==> config.mk <==
export PLATFORM = sky130hd
export DESIGN_NAME = uart_tx_fifo
export DESIGN_NICKNAME = d
export VERILOG_FILES = /design/src/rtl/uart_tx_fifo.sv
export SDC_FILE = /design/constraint.sdc
export NUM_CORES = 1
export LEC_CHECK = 0
export CAP_MARGIN = 20
export CELL_PAD_IN_SITES_DETAIL_PLACEMENT = 1
export CELL_PAD_IN_SITES_GLOBAL_PLACEMENT = 1
export CORE_UTILIZATION = 47
export CTS_CLUSTER_DIAMETER = 30
export CTS_CLUSTER_SIZE = 20
export DETAILED_ROUTE_END_ITERATION = 12
export GPL_TIMING_DRIVEN = 0
export PLACE_DENSITY_LB_ADDON = 0.1
export SLEW_MARGIN = 15
export SYNTH_ARGS = -nofsm -noshare
export SYNTH_HDL_FRONTEND = slang
export SYNTH_SLANG_ARGS = --single-unit
==> constraint.sdc <==
create_clock -name clk -period 7.6 [get_ports clk]
set_input_delay 1.52 -clock clk [delete_from_list [all_inputs] [get_ports clk]]
set_output_delay 1.52 -clock clk [all_outputs]
set_load 0.01 [all_outputs]
==> src/rtl/uart_tx_fifo.sv <==
// UART 8N1 transmitter fed by a circular byte FIFO; frames go out back-to-back.
// Optional even parity bit between data and stop is enabled with `UART_TX_PARITY_EN.
module uart_tx_fifo #(
  parameter int CLKS_PER_BIT = 434,
  parameter int FIFO_DEPTH   = 8,
  parameter int CNT_W        = $clog2(FIFO_DEPTH) + 1
) (
  input  logic             clk,
  input  logic             reset,
  input  logic [7:0]       txData,
  input  logic             txValid,
  output logic             txReady,
  output logic             TxD,
  output logic             isBusy,
  output logic             txDone,
  output logic [CNT_W-1:0] fifoCount
);

  localparam int AW = $clog2(FIFO_DEPTH);
  localparam int BW = $clog2(CLKS_PER_BIT);

  typedef enum logic [2:0] {
    S_IDLE,
    S_START,
    S_DATA,
`ifdef UART_TX_PARITY_EN
    S_PARITY,
`endif
    S_STOP
  } state_t;

  logic [7:0]       mem_q [FIFO_DEPTH];
  logic [AW-1:0]    wr_ptr_q, rd_ptr_q;
  logic [CNT_W-1:0] count_q, count_d;

  state_t           state_q;
  logic [BW-1:0]    baud_q;
  logic [2:0]       bit_q;
  logic [7:0]       shift_q;
`ifdef UART_TX_PARITY_EN
  logic             parity_q;
`endif
  logic             txd_q, busy_q, done_q;

  logic             push, pop, bit_end;
  logic [7:0]       head;

  assign txReady   = (count_q != CNT_W'(FIFO_DEPTH));
  assign fifoCount = count_q;
  assign TxD       = txd_q;
  assign isBusy    = busy_q;
  assign txDone    = done_q;

  assign push    = txValid && txReady;
  assign bit_end = (baud_q == BW'(CLKS_PER_BIT - 1));
  // Pop either from idle or on the last stop-bit edge so frames chain with no gap.
  assign pop     = (count_q != '0) &&
                   ((state_q == S_IDLE) || ((state_q == S_STOP) && bit_end));
  assign head    = mem_q[rd_ptr_q];

  always_comb begin
    count_d = count_q + CNT_W'(push) - CNT_W'(pop);
  end

  always_ff @(posedge clk) begin
    if (push) mem_q[wr_ptr_q] <= txData;
  end

  always_ff @(posedge clk) begin
    if (reset) begin
      wr_ptr_q <= '0;
      rd_ptr_q <= '0;
      count_q  <= '0;
    end else begin
      if (push) wr_ptr_q <= wr_ptr_q + AW'(1);
      if (pop)  rd_ptr_q <= rd_ptr_q + AW'(1);
      count_q <= count_d;
    end
  end

  always_ff @(posedge clk) begin
    if (reset) begin
      state_q <= S_IDLE;
      baud_q  <= '0;
      bit_q   <= '0;
      txd_q   <= 1'b1;
      busy_q  <= 1'b0;
      done_q  <= 1'b0;
    end else begin
      done_q <= 1'b0;
      case (state_q)
        S_IDLE: begin
          if (pop) begin
            shift_q  <= head;
`ifdef UART_TX_PARITY_EN
            parity_q <= ^head;
`endif
            baud_q   <= '0;
            state_q  <= S_START;
            txd_q    <= 1'b0;
            busy_q   <= 1'b1;
          end
        end
        S_START: begin
          if (bit_end) begin
            baud_q  <= '0;
            bit_q   <= '0;
            state_q <= S_DATA;
            txd_q   <= shift_q[0];
          end else begin
            baud_q <= baud_q + BW'(1);
          end
        end
        S_DATA: begin
          if (bit_end) begin
            baud_q <= '0;
            if (bit_q == 3'd7) begin
`ifdef UART_TX_PARITY_EN
              state_q <= S_PARITY;
              txd_q   <= parity_q;
`else
              state_q <= S_STOP;
              txd_q   <= 1'b1;
`endif
            end else begin
              bit_q   <= bit_q + 3'd1;
              shift_q <= shift_q >> 1;
              txd_q   <= shift_q[1];
            end
          end else begin
            baud_q <= baud_q + BW'(1);
          end
        end
`ifdef UART_TX_PARITY_EN
        S_PARITY: begin
          if (bit_end) begin
            baud_q  <= '0;
            state_q <= S_STOP;
            txd_q   <= 1'b1;
          end else begin
            baud_q <= baud_q + BW'(1);
          end
        end
`endif
        S_STOP: begin
          if (bit_end) begin
            done_q <= 1'b1;
            baud_q <= '0;
            if (pop) begin
              shift_q  <= head;
`ifdef UART_TX_PARITY_EN
              parity_q <= ^head;
`endif
              state_q  <= S_START;
              txd_q    <= 1'b0;
            end else begin
              state_q <= S_IDLE;
              txd_q   <= 1'b1;
              busy_q  <= 1'b0;
            end
          end else begin
            baud_q <= baud_q + BW'(1);
          end
        end
        default: begin
          state_q <= S_IDLE;
          txd_q   <= 1'b1;
          busy_q  <= 1'b0;
        end
      endcase
    end
  end

endmodule

==> flow_summary.ini <==
[power]
power_density_nw_per_um2 = 339
power_leakage_nw = 1.68
total_power_mw = 1.69
ir_drop_uv = 153

[global_routing]
antenna_found_initial = 0
grt_max_degree = 21
use_met3 = 0.0583
grt_overflow = 0
use_met1 = 0.238
grt_pass1_wl_um = 14200
use_met2 = 0.345
grt_pass1_vias = 2678
top_usage_layer = met2
track_usage = 0.198

[cts]
clk_pin_slew_ps = 110
cts_made_buffers = 9
clockBufferDepth = 2
cts_setup_buffers = 0
ctsResizeCount = 0
cts_num_sinks = 102
clk_latency_ps = 380
h-tree-depth = 3
cts_tree = done
cts_root_buf = clkbuf_8
ctsHoldBuffers = 0

[finish]
fin_area_um2 = 5000
diodes = 0
drive_gt1_frac = 0.179
fillers = 887
fin_cells = 451
areaGrowthSynthToFinish_pct = 12.6
final_cell_mix = edfxtp_1 (72), dfxtp_1 (30), nor2_1 (18), clkdlybuf4s50_1 (18)
final_common_cell = edfxtp_1
num-nets-final = 363

[placed_design]
gp_routability_congestion = 0.752
dpl.hpwl_um = 6130
place_inst = 435
place_area_um2 = 4770
port_buffers = 18

[logic_synthesis]
synth_edf_count = 72
synth_top_cell_by_area = edfxtp_1
synthCells = 305
yosysSeqAreaShare = 0.623
syn_nets = 333
synth_cell_type_count = 54
synth.area.top_cells = edfxtp_1 (49%), dfxtp_1 (14%), mux4_2 (8.1%)
synth.avg_cell_area_um2 = 14.5
ys_seq_elements = 102
yosysWarnings = 0
syn_area_um2 = 4440
synth_top_area_share = 0.487
synthFlopType = edfxtp_1
async_reset_ff_frac = 0

[floorplan]
die_area_um2 = 9830
initial_core_util = 0.482
die_h_um = 99.1
rows = 35
die_w_um = 99.1
ios = 19
placeableCoreArea_um2 = 9200

[critical_path]
critPathRequiredTime_ps = 6080
startpoint_type = flop
r2r_end = fifoCount[2]$_SDFF_PP0_
worst-path-buf-inv = 3
cp_top_family = buffers and inverters
crit_cells = 5
cp_max_fo = 5
cp_slowest_cell = clkdlybuf4s50_1
startpoint = fifoCount[2]$_SDFF_PP0_
crit_path_end_kind = output port
rr_startpoint = baud_q[1]$_SDFFE_PP0P_
endpoint = txReady
r2r_setup_slack_ps = 4640
criticalPathCategory = flop to output port
crit_path_cell_trace = inv_1 > ha_1 > or3b_2 > clkbuf_1 > clkdlybuf4s50_1
arrival_ps = 2030
cpPeakStageDelay_ps = 490
r2r_cells = 13

[routing]
vias_per_cell = 5.72
ant_nets = 0
drt-total-wl_um = 8840
first_iter_violations = 80
drc_errors = 0
via_count = 2578
wl_per_cell_um = 19.6
first_pass_iters = 6

[timing]
max_freq_ghz = 0.282
relSlewSlack = 0.355
final-max-slew-violation-count = 0
finalSetupTns_ps = 0
fin_crit_ps = 3550
fin_crit_sh = 0.467
rsz0062_at_grt = false
hold_viol_final = 0
tightest_slew_ps = 965
skew_ps = 10.7
setup_violations = 0

[worst_hold_path]
hold_class = flop to flop

[outcome]
status = finished clean

[flow_run]
max_cap_viol_count = 0
## through the flow
| stage | util | hold WS, ps | setup WS, ps |
|---|---|---|---|
| 2_1_floorplan | - | 436 | 4690 |
| 3_3_place_gp | 0.517 | 452 | 3450 |
| 3_5_place_dp | 0.519 | 463 | 3910 |
| 4_1_cts | 0.543 | 482 | 4010 |
| 5_1_grt | 0.543 | 502 | 3890 |
| 6_report | 0.543 | 480 | 4050 |
## layer usage
layer / vias to the layer above / part of all wire
met3: 11 / 0.028
li1: 1234 / -
met1: 1299 / 0.44
met5: - / 0
met2: 34 / 0.51
met4: 0 / 0.013
## Yosys cell counts (2+ instances only)
library cell	instances
nor4_1	2
nand3_1	8
nand2b_1	6
edfxtp_1	72
nor2_1	18
o21ai_0	6
nor3b_1	2
nor3_1	4
mux2i_1	3
a22o_1	9
a211oi_1	2
buf_1	2
buf_2	2
xor2_1	2
dfxtp_1	30
ha_1	16
o31a_1	2
clkbuf_1	11
mux4_2	16
a311oi_1	8
inv_1	16
o21a_1	3
a31o_2	3
nand2_1	10
a21oi_1	15
a41oi_1	2
mux2_2	8
## worst min-delay path by stage
stage | from | to | slack, ps | depth (start not counted)
floorplan | baud_q[8]$_SDFFE_PP0P_ | baud_q[8]$_SDFFE_PP0P_ | 440 | 1
global placement | baud_q[8]$_SDFFE_PP0P_ | baud_q[8]$_SDFFE_PP0P_ | 450 | 1
detailed placement | baud_q[8]$_SDFFE_PP0P_ | baud_q[8]$_SDFFE_PP0P_ | 460 | 1
CTS | baud_q[8]$_SDFFE_PP0P_ | baud_q[8]$_SDFFE_PP0P_ | 480 | 1
global route | baud_q[8]$_SDFFE_PP0P_ | baud_q[8]$_SDFFE_PP0P_ | 500 | 1
finish | baud_q[8]$_SDFFE_PP0P_ | baud_q[8]$_SDFFE_PP0P_ | 480 | 1
## final cells by class
cell class | count | area (um^2) | share of cell area
clock buffers | 9 | 124 | 0.0248
repair buffers | 19 | 188 | 0.0376
well taps | 111 | 139 | 0.0278
inverters | 16 | 60.1 | 0.0120
flip-flops and latches | 102 | 2760 | 0.553
clock inverters | 7 | 100 | 0.0200
multi-input cells | 171 | 1560 | 0.312
plain buffers | 16 | 66.3 | 0.0133
## report_power, final
group / internal, mW / switching (mW) / total [mW]
logic: 0.278 / 0.325 / 0.603
clock network: 0.164 / 0.214 / 0.378
registers: 0.676 / 0.0356 / 0.712
## worst reg2reg max path: stages (launching register included)
cell and delay [ps]:
dfxtp_1 420, inv_1 60, ha_1 170, and4_1 190, clkbuf_1 210, a31oi_2 460
nor2_1 180, ha_1 310, inv_1 50, ha_1 160, inv_1 50, fa_1 370
xor2_1 150, nor2_1 50
## sequential cells by signal, summed over array words and instances, names as in the netlist, 2 cells and up, named ones only
register	cells
fifoCount	4
baud_q	9
rd_ptr_q	3
mem_q	64
wr_ptr_q	3
bit_q	3
shift_q	8
state_q	2
## cell families (layout without fill, tap and decap cells)
| family | Yosys count | after routing | synth area share |
|---|---|---|---|
| AO/OA/AOI/OAI | 59 | 59 | 0.0993 |
| XOR/XNOR | 3 | 3 | 0.00592 |
| adder cells (fa/ha/maj) | 17 | 17 | 0.0496 |
| buffers and inverters | 32 | 67 | 0.0285 |
| flip-flops | 102 | 102 | 0.623 |
| multiplexers | 27 | 27 | 0.108 |
| AND/OR/NAND/NOR | 65 | 65 | 0.0855 |
Note: power is estimated with default switching activity, not from simulation.
